$ cat src/rtl/xrv_pkg.sv
// xrv_pkg: shared decode types for the xrv decode stage.
//   - RV32 base opcode constants (OP_LUI..OP_REG) and the M-extension funct7
//   - xrv_imm_fmt_e: immediate format selected per opcode class
//   - xrv_dec_t: decoded instruction record handed from ID to EX
package xrv_pkg;

    localparam logic [6:0] OP_LUI      = 7'b0110111;
    localparam logic [6:0] OP_AUIPC    = 7'b0010111;
    localparam logic [6:0] OP_JAL      = 7'b1101111;
    localparam logic [6:0] OP_JALR     = 7'b1100111;
    localparam logic [6:0] OP_BRANCH   = 7'b1100011;
    localparam logic [6:0] OP_LOAD     = 7'b0000011;
    localparam logic [6:0] OP_STORE    = 7'b0100011;
    localparam logic [6:0] OP_IMM      = 7'b0010011;
    localparam logic [6:0] OP_REG      = 7'b0110011;

    localparam logic [6:0] MEXT_FUNCT7 = 7'b0000001;

    typedef enum logic [2:0] {
        IMM_NONE,
        IMM_I,
        IMM_S,
        IMM_B,
        IMM_U,
        IMM_J
    } xrv_imm_fmt_e;

    typedef struct packed {
        logic        is_lui;
        logic        is_auipc;
        logic        is_jal;
        logic        is_jalr;
        logic        is_branch;
        logic        is_load;
        logic        is_store;
        logic        is_imm;
        logic        is_reg;
        logic        illegal;
        logic [4:0]  rs1;
        logic [4:0]  rs2;
        logic [4:0]  rd;
        logic [2:0]  funct3;
        logic [6:0]  funct7;
        logic [31:0] imm_signed;
        logic [31:0] imm_unsigned;
        logic [31:0] pc;
        logic        compressed;
        logic        is_mext;
        logic        pred_taken;
    } xrv_dec_t;

endpackage

$ cat src/rtl/xrv_id_dec.sv
// xrv_id_dec: purely combinational single-instruction decoder.
//   i_inst/i_pc/i_compressed -> o_dec (xrv_dec_t)
//   o_redir : instruction is a static redirect (JAL, or backward branch if EN_BPRED)
//   o_target: i_pc + sign-extended immediate, wraps modulo 2^32
module xrv_id_dec
    import xrv_pkg::*;
#(
    parameter bit EN_BPRED = 1'b1,
    parameter bit EN_MEXT  = 1'b1
) (
    input  logic [31:0] i_inst,
    input  logic [31:0] i_pc,
    input  logic        i_compressed,
    output xrv_dec_t    o_dec,
    output logic        o_redir,
    output logic [31:0] o_target
);

    logic [6:0]   w_op;
    logic [8:0]   w_cls;
    xrv_imm_fmt_e w_fmt;
    logic [20:0]  w_j;
    logic [12:0]  w_b;
    logic [11:0]  w_i;
    logic [11:0]  w_s;
    logic [31:0]  w_imm_s;
    logic [31:0]  w_imm_u;

    assign w_op = i_inst[6:0];
    // Full 7-bit compare: a non-11 low pair can never match a class.
    assign w_cls = {w_op == OP_LUI,    w_op == OP_AUIPC, w_op == OP_JAL,
                    w_op == OP_JALR,   w_op == OP_BRANCH, w_op == OP_LOAD,
                    w_op == OP_STORE,  w_op == OP_IMM,    w_op == OP_REG};

    assign w_j = {i_inst[31], i_inst[19:12], i_inst[20], i_inst[30:21], 1'b0};
    assign w_b = {i_inst[31], i_inst[7], i_inst[30:25], i_inst[11:8], 1'b0};
    assign w_i = i_inst[31:20];
    assign w_s = {i_inst[31:25], i_inst[11:7]};

    always_comb begin
        w_fmt = IMM_NONE;
        unique case (1'b1)
            w_cls[8], w_cls[7]           : w_fmt = IMM_U;
            w_cls[6]                     : w_fmt = IMM_J;
            w_cls[5], w_cls[3], w_cls[1] : w_fmt = IMM_I;
            w_cls[4]                     : w_fmt = IMM_B;
            w_cls[2]                     : w_fmt = IMM_S;
            default                      : w_fmt = IMM_NONE;
        endcase
    end

    always_comb begin
        w_imm_s = '0;
        w_imm_u = '0;
        case (w_fmt)
            IMM_U: begin
                w_imm_s = {i_inst[31:12], 12'b0};
                w_imm_u = {i_inst[31:12], 12'b0};
            end
            IMM_J: begin
                w_imm_s = {{11{w_j[20]}}, w_j};
                w_imm_u = {11'b0, w_j};
            end
            IMM_I: begin
                w_imm_s = {{20{w_i[11]}}, w_i};
                w_imm_u = {20'b0, w_i};
            end
            IMM_B: begin
                w_imm_s = {{19{w_b[12]}}, w_b};
                w_imm_u = {19'b0, w_b};
            end
            IMM_S: begin
                w_imm_s = {{20{w_s[11]}}, w_s};
                w_imm_u = {20'b0, w_s};
            end
            default: ;
        endcase
    end

    // Backward branch = negative offset = inst[31] set.
    assign o_redir  = w_cls[6] | (EN_BPRED & w_cls[4] & i_inst[31]);
    assign o_target = i_pc + w_imm_s;

    always_comb begin
        o_dec              = '0;
        {o_dec.is_lui, o_dec.is_auipc, o_dec.is_jal, o_dec.is_jalr, o_dec.is_branch,
         o_dec.is_load, o_dec.is_store, o_dec.is_imm, o_dec.is_reg} = w_cls;
        o_dec.illegal      = (i_inst[1:0] != 2'b11) | ~|w_cls;
        o_dec.rs1          = i_inst[19:15];
        o_dec.rs2          = i_inst[24:20];
        o_dec.rd           = i_inst[11:7];
        o_dec.funct3       = i_inst[14:12];
        o_dec.funct7       = i_inst[31:25];
        o_dec.imm_signed   = w_imm_s;
        o_dec.imm_unsigned = w_imm_u;
        o_dec.pc           = i_pc;
        o_dec.compressed   = i_compressed;
        o_dec.is_mext      = EN_MEXT & w_cls[0] & (i_inst[31:25] == MEXT_FUNCT7);
        // Only enqueued records are ever seen, and those are exactly the
        // ones for which a redirect is issued, so the static flag suffices.
        o_dec.pred_taken   = o_redir;
    end

endmodule

$ cat src/rtl/xrv_id_pipe.sv
// xrv_id_pipe: elastic decode stage between xrv_if and xrv_ex.
//   clk/rstb      : clock, async active-low reset
//   flush         : EX-side flush, clears queue and cancels pending redirect
//   in_*          : fetch handshake + instruction/pc/compressed flag
//   out_*         : DEPTH-entry FIFO head toward EX, decoded record out_dec
//   id_jmp/_addr  : one-cycle early redirect pulse and its held target
// Redirects put the stage in WAIT, where wrong-path fetches are accepted
// and dropped until the target pc shows up.
module xrv_id_pipe
    import xrv_pkg::*;
#(
    parameter int DEPTH    = 2,
    parameter bit EN_BPRED = 1'b1,
    parameter bit EN_MEXT  = 1'b1
) (
    input  logic        clk,
    input  logic        rstb,
    input  logic        flush,
    input  logic        in_valid,
    output logic        in_ready,
    input  logic [31:0] in_inst,
    input  logic [31:0] in_pc,
    input  logic        in_compressed,
    output logic        out_valid,
    input  logic        out_ready,
    output xrv_dec_t    out_dec,
    output logic        id_jmp,
    output logic [31:0] id_jmp_addr
);

    localparam int PW = (DEPTH > 1) ? $clog2(DEPTH) : 1;
    localparam int CW = $clog2(DEPTH + 1);
    localparam logic [PW-1:0] LAST = PW'(DEPTH - 1);

    localparam logic [0:0] ST_RUN  = 1'b0;
    localparam logic [0:0] ST_WAIT = 1'b1;

    xrv_dec_t      r_mem [DEPTH];
    logic [PW-1:0] r_wptr, r_rptr;
    logic [CW-1:0] r_cnt;
    logic [0:0]    r_state;
    logic          r_jmp;
    logic [31:0]   r_jmp_addr;

    xrv_dec_t      w_dec;
    logic          w_redir;
    logic [31:0]   w_target;
    logic          w_accept, w_push, w_pop, w_jmp;

    function automatic logic [PW-1:0] f_inc(input logic [PW-1:0] p);
        return (p == LAST) ? '0 : p + 1'b1;
    endfunction

    xrv_id_dec #(
        .EN_BPRED (EN_BPRED),
        .EN_MEXT  (EN_MEXT)
    ) u_dec (
        .i_inst       (in_inst),
        .i_pc         (in_pc),
        .i_compressed (in_compressed),
        .o_dec        (w_dec),
        .o_redir      (w_redir),
        .o_target     (w_target)
    );

    assign in_ready  = (r_cnt < CW'(DEPTH));
    assign out_valid = (r_cnt != '0);
    assign out_dec   = out_valid ? r_mem[r_rptr] : '0;
    assign id_jmp      = r_jmp;
    assign id_jmp_addr = r_jmp_addr;

    assign w_accept = in_valid & in_ready & ~flush;
    // In WAIT the only instruction kept is the redirect target itself.
    assign w_push   = w_accept & ((r_state == ST_RUN) | (in_pc == r_jmp_addr));
    assign w_pop    = out_valid & out_ready;
    assign w_jmp    = w_push & w_redir;

    always_ff @(posedge clk) begin
        if (w_push) r_mem[r_wptr] <= w_dec;
    end

    always_ff @(posedge clk or negedge rstb) begin
        if (!rstb) begin
            r_wptr     <= '0;
            r_rptr     <= '0;
            r_cnt      <= '0;
            r_state    <= ST_RUN;
            r_jmp      <= 1'b0;
            r_jmp_addr <= '0;
        end else if (flush) begin
            r_wptr  <= '0;
            r_rptr  <= '0;
            r_cnt   <= '0;
            r_state <= ST_RUN;
            r_jmp   <= 1'b0;
        end else begin
            r_jmp <= w_jmp;
            if (w_jmp)       r_jmp_addr <= w_target;
            if (w_jmp)       r_state    <= ST_WAIT;
            else if (w_push) r_state    <= ST_RUN;
            if (w_push) r_wptr <= f_inc(r_wptr);
            if (w_pop)  r_rptr <= f_inc(r_rptr);
            if (w_push & ~w_pop)      r_cnt <= r_cnt + 1'b1;
            else if (~w_push & w_pop) r_cnt <= r_cnt - 1'b1;
        end
    end

endmodule
$ cat config.mk
export PLATFORM = sky130hd
export DESIGN_NAME = xrv_id_pipe
export DESIGN_NICKNAME = d
export VERILOG_FILES = /design/src/rtl/xrv_pkg.sv /design/src/rtl/xrv_id_dec.sv /design/src/rtl/xrv_id_pipe.sv
export SDC_FILE = /design/constraint.sdc
export NUM_CORES = 1
export LEC_CHECK = 0
export CORE_UTILIZATION = 34
export CTS_BUF_LIST = sky130_fd_sc_hd__clkbuf_8
export DETAILED_ROUTE_END_ITERATION = 10
export PLACE_DENSITY = 0.52
export SETUP_SLACK_MARGIN = 0.15
export SLEW_MARGIN = 20
export SYNTH_ARGS = -nofsm -noshare
export SYNTH_HDL_FRONTEND = slang
export SYNTH_SLANG_ARGS = --single-unit
export TNS_END_PERCENT = 5
$ cat constraint.sdc
create_clock -name clk -period 15.8 [get_ports clk]
set_input_delay 2.37 -clock clk [delete_from_list [all_inputs] [get_ports clk]]
set_output_delay 2.37 -clock clk [all_outputs]
set_load 0.005 [all_outputs]
==> impl_metrics.toml <==
[status]
status = "completed"

[clocking]
cts_tree = "done"
clock_path_buffers = 3
cts.htree.levels = 2
cts_buffers = 50
cts_root_buf = "clkbuf_8"
clk_pin_slew_ps = 60
worst_skew_pair.late_latency_ps = 600
cts_sinks = 282
cts_setup_buffers = 0
cts_resized = 0
hold_buffers = 0

[timing]
fin_skew_ps = 37.9
min_period_ps = 6690
timing.hold.ws_ps = 527
tns_ps = 0
max_slew_margin_pct = 32.8
setup_viol = 0
slew_violations = 0
worst_pin_slew_ps = 1010
max_freq_mhz = 150
fin_crit_sh_pct = 42.3
rsz0062_at_grt = "false"
finalHoldViolations = 0

[setup_path]
worstSetupEndpointType = "flop"
crit_fanout = 11
rr_startpoint = "id_jmp_addr[4]"
cp_slowest_stage_delay_ps = 700
arrival_ps = 7130
critPathLaunchType = "input port"
crit_slowest_cell = "clkdlybuf4s50_1"
required_ps = 16240
crit_type = "in -> reg"
r2r_cells = 6
cp_common_cell = "or4_1"
rrSetupSlack_ps = 11820
critical_path.reg2reg.endpoint = "r_mem[1][27]"
crit_chain = "clkdlybuf4s50_1 > nand2b_4 > nor3_1 > and2_0 > or2_2 > and2_1 > nand2b_1 > ha_1 > nand4_1 > or4_1 > a211oi_1 > a21oi_1 > a41oi_2 > or4_1 > nand3_1"

[drt]
firstDrtPassIters = 4
num_vias = 9219
drt-total-wl_um = 40400
drtIter0Drc = 597
wl_per_cell_um = 21.8
postRouteAntennaNets = 0
drc_errors = 0
routed_via_density = 4.98

[global_route]
globalRouteMet2Util_pct = 31.5
grt_antenna_before_repair = 0
grt.total_usage_pct = 20.2
grt_pass1_wl_um = 58400
gr-total-overflow = 0
grt_max_degree = 70
gr-usage-met1_pct = 28.7
busiest_layer = "met2"
grt_pass1_vias = 8994
grt_use_met3_pct = 4.34

[placement]
dp_hpwl_um = 29000
port-buffer-count = 238
place_area_um2 = 16100
place.gp.congestion = 0.912

[hold_path]
holdPathStages = 2
min_from = "id_jmp_addr[3]"
min_to = "id_jmp_addr[3]"
hold_class = "reg -> reg"

[layout]
nets = 1402
mostFrequentLayoutCells = "244 x edfxtp_1, 237 x clkdlybuf4s50_1, 147 x nor2_1"
diodes = 0
final_area_um2 = 17100
mostFrequentLayoutCell = "edfxtp_1"
final_layout_size_suffix_gt1_share_pct = 6.87
synthToLayoutAreaGrowth_pct = 29.0

[power]
leakage_nw = 6.26
p_per_area_nw_per_um2 = 119
vdd_drop_max_mv = 0.0590

[yosys]
yosys_warnings = 0
async_flop_share_pct = 13.5
ys_types = 63
postSynthCellCount = 1057
synth-edff-count = 244
ys_seq_elements = 282
syn_area_per_cell_um2 = 12.5
synthesis.area_um2 = 13300
ys.flop_type = "edfxtp_1"
synth.net_count = 1159
seq_area_frac_synth_pct = 62.5

[floorplan]
die-area_um2 = 39800
core_um2 = 38000
die_y_um = 199
std_cell_rows = 71
dieWidth_um = 199
start_util_pct = 34.9
ioPinCount = 239

[job]
drv_cap = 0
==> registers in the layout, indices dropped and copies added (netlist names) <==
register	cells
r_state	1
id_jmp_addr	32
id_jmp	1
r_rptr	1
r_cnt	2
r_mem	244
r_wptr	1
==> routing by layer <==
layer	vias to the layer above	wire length, µm
met3	53	2780
met5	-	0
met4	0	678
met1	4529	18600
li1	4329	-
met2	308	18300
==> Yosys cell counts (all sizes together), types with 2 or more instances <==
| master | number | area share, % |
|---|---|---|
| a2111oi | 2 | 0.13 |
| a211oi | 3 | 0.17 |
| a21boi | 2 | 0.11 |
| a21o | 8 | 0.45 |
| a21oi | 34 | 1.3 |
| a22o | 3 | 0.20 |
| a22oi | 4 | 0.23 |
| a31oi | 5 | 0.24 |
| a41oi | 2 | 0.19 |
| and2 | 13 | 0.62 |
| and3 | 4 | 0.19 |
| and4 | 2 | 0.13 |
| buf | 27 | 1.2 |
| clkbuf | 31 | 0.88 |
| dfrtp | 38 | 7.2 |
| edfxtp | 244 | 55 |
| ha | 31 | 2.9 |
| inv | 28 | 0.79 |
| mux2i | 122 | 9.2 |
| nand2 | 85 | 2.4 |
| nand2b | 13 | 0.67 |
| nand3 | 12 | 0.49 |
| nand3b | 2 | 0.11 |
| nand4 | 4 | 0.19 |
| nor2 | 148 | 4.2 |
| nor2b | 11 | 0.52 |
| nor3 | 14 | 0.61 |
| nor3b | 3 | 0.17 |
| nor4 | 12 | 0.57 |
| nor4b | 2 | 0.13 |
| o2111ai | 2 | 0.13 |
| o211a | 2 | 0.15 |
| o211ai | 8 | 0.45 |
| o21a | 4 | 0.23 |
| o21ai | 43 | 1.6 |
| o21bai | 5 | 0.28 |
| o31ai | 4 | 0.23 |
| or2 | 4 | 0.19 |
| or3 | 4 | 0.19 |
| or4 | 3 | 0.17 |
| xnor2 | 13 | 0.86 |
| xor2 | 45 | 3.0 |
==> worst max-delay path by stage <==
stage	start	end	slack (ps)	cells after the start
final	in_inst[5]	id_jmp_addr[28]	9110	15
after global routing	in_inst[3]	id_jmp_addr[29]	8850	15
after CTS	r_rptr	out_dec[83]	9040	5
after detailed placement	in_inst[6]	id_jmp_addr[28]	8630	15
after global placement	in_inst[6]	id_jmp_addr[28]	8630	15
after floorplan	in_pc[27]	r_mem[0][0]	3320	5
==> critical path, delay by kind of cell <==
| kind | cells | cell delay [ps] |
|---|---|---|
| AO/OA/AOI/OAI | 3 | 1010 |
| buffers and inverters | 1 | 700 |
| AND/OR/NAND/NOR | 10 | 2710 |
| adder cells (fa/ha/maj) | 1 | 330 |
==> report_power, final <==
| group | switching (mW) | internal (mW) | total, mW |
|---|---|---|---|
| Sequential | 0.0269 | 0.853 | 0.880 |
| Clock | 0.304 | 0.372 | 0.676 |
| Combinational | 0.240 | 0.242 | 0.482 |
==> final cells by class <==
| type | count | area (µm²) |
|---|---|---|
| repair buffers | 249 | 2460 |
| well taps | 511 | 639 |
| clock inverters | 40 | 278 |
| flip-flops and latches | 282 | 8280 |
| multi-input cells | 689 | 4620 |
| fillers | 3580 | 20900 |
| inverters | 28 | 105 |
| clock buffers | 52 | 716 |
==> stage by stage <==
step	setup WS (ps)	total power [mW]	util, %	cells
2_1_floorplan	3320	1.12	-	1057
5_1_grt	8850	2.14	45.0	1851
6_report	9110	2.04	45.0	1851
3_5_place_dp	8630	1.39	42.3	1759
3_3_place_gp	8630	1.39	42.3	1759
4_1_cts	9040	2.07	45.0	1851
==> kinds of logic (layout without fill, tap and decap cells) <==
group	count (synthesis)	in the layout	synth area share (%)
and+or+nand+nor	336	336	11.6
DFF	282	282	62.5
AOI/OAI and AO/OA	140	140	6.89
muxes	123	123	9.30
buffers and inverters	86	369	2.90
xor gates and xnor gates	58	58	3.83
adders and majority gates	32	32	3.08
Note: power is estimated with default switching activity, not from simulation.
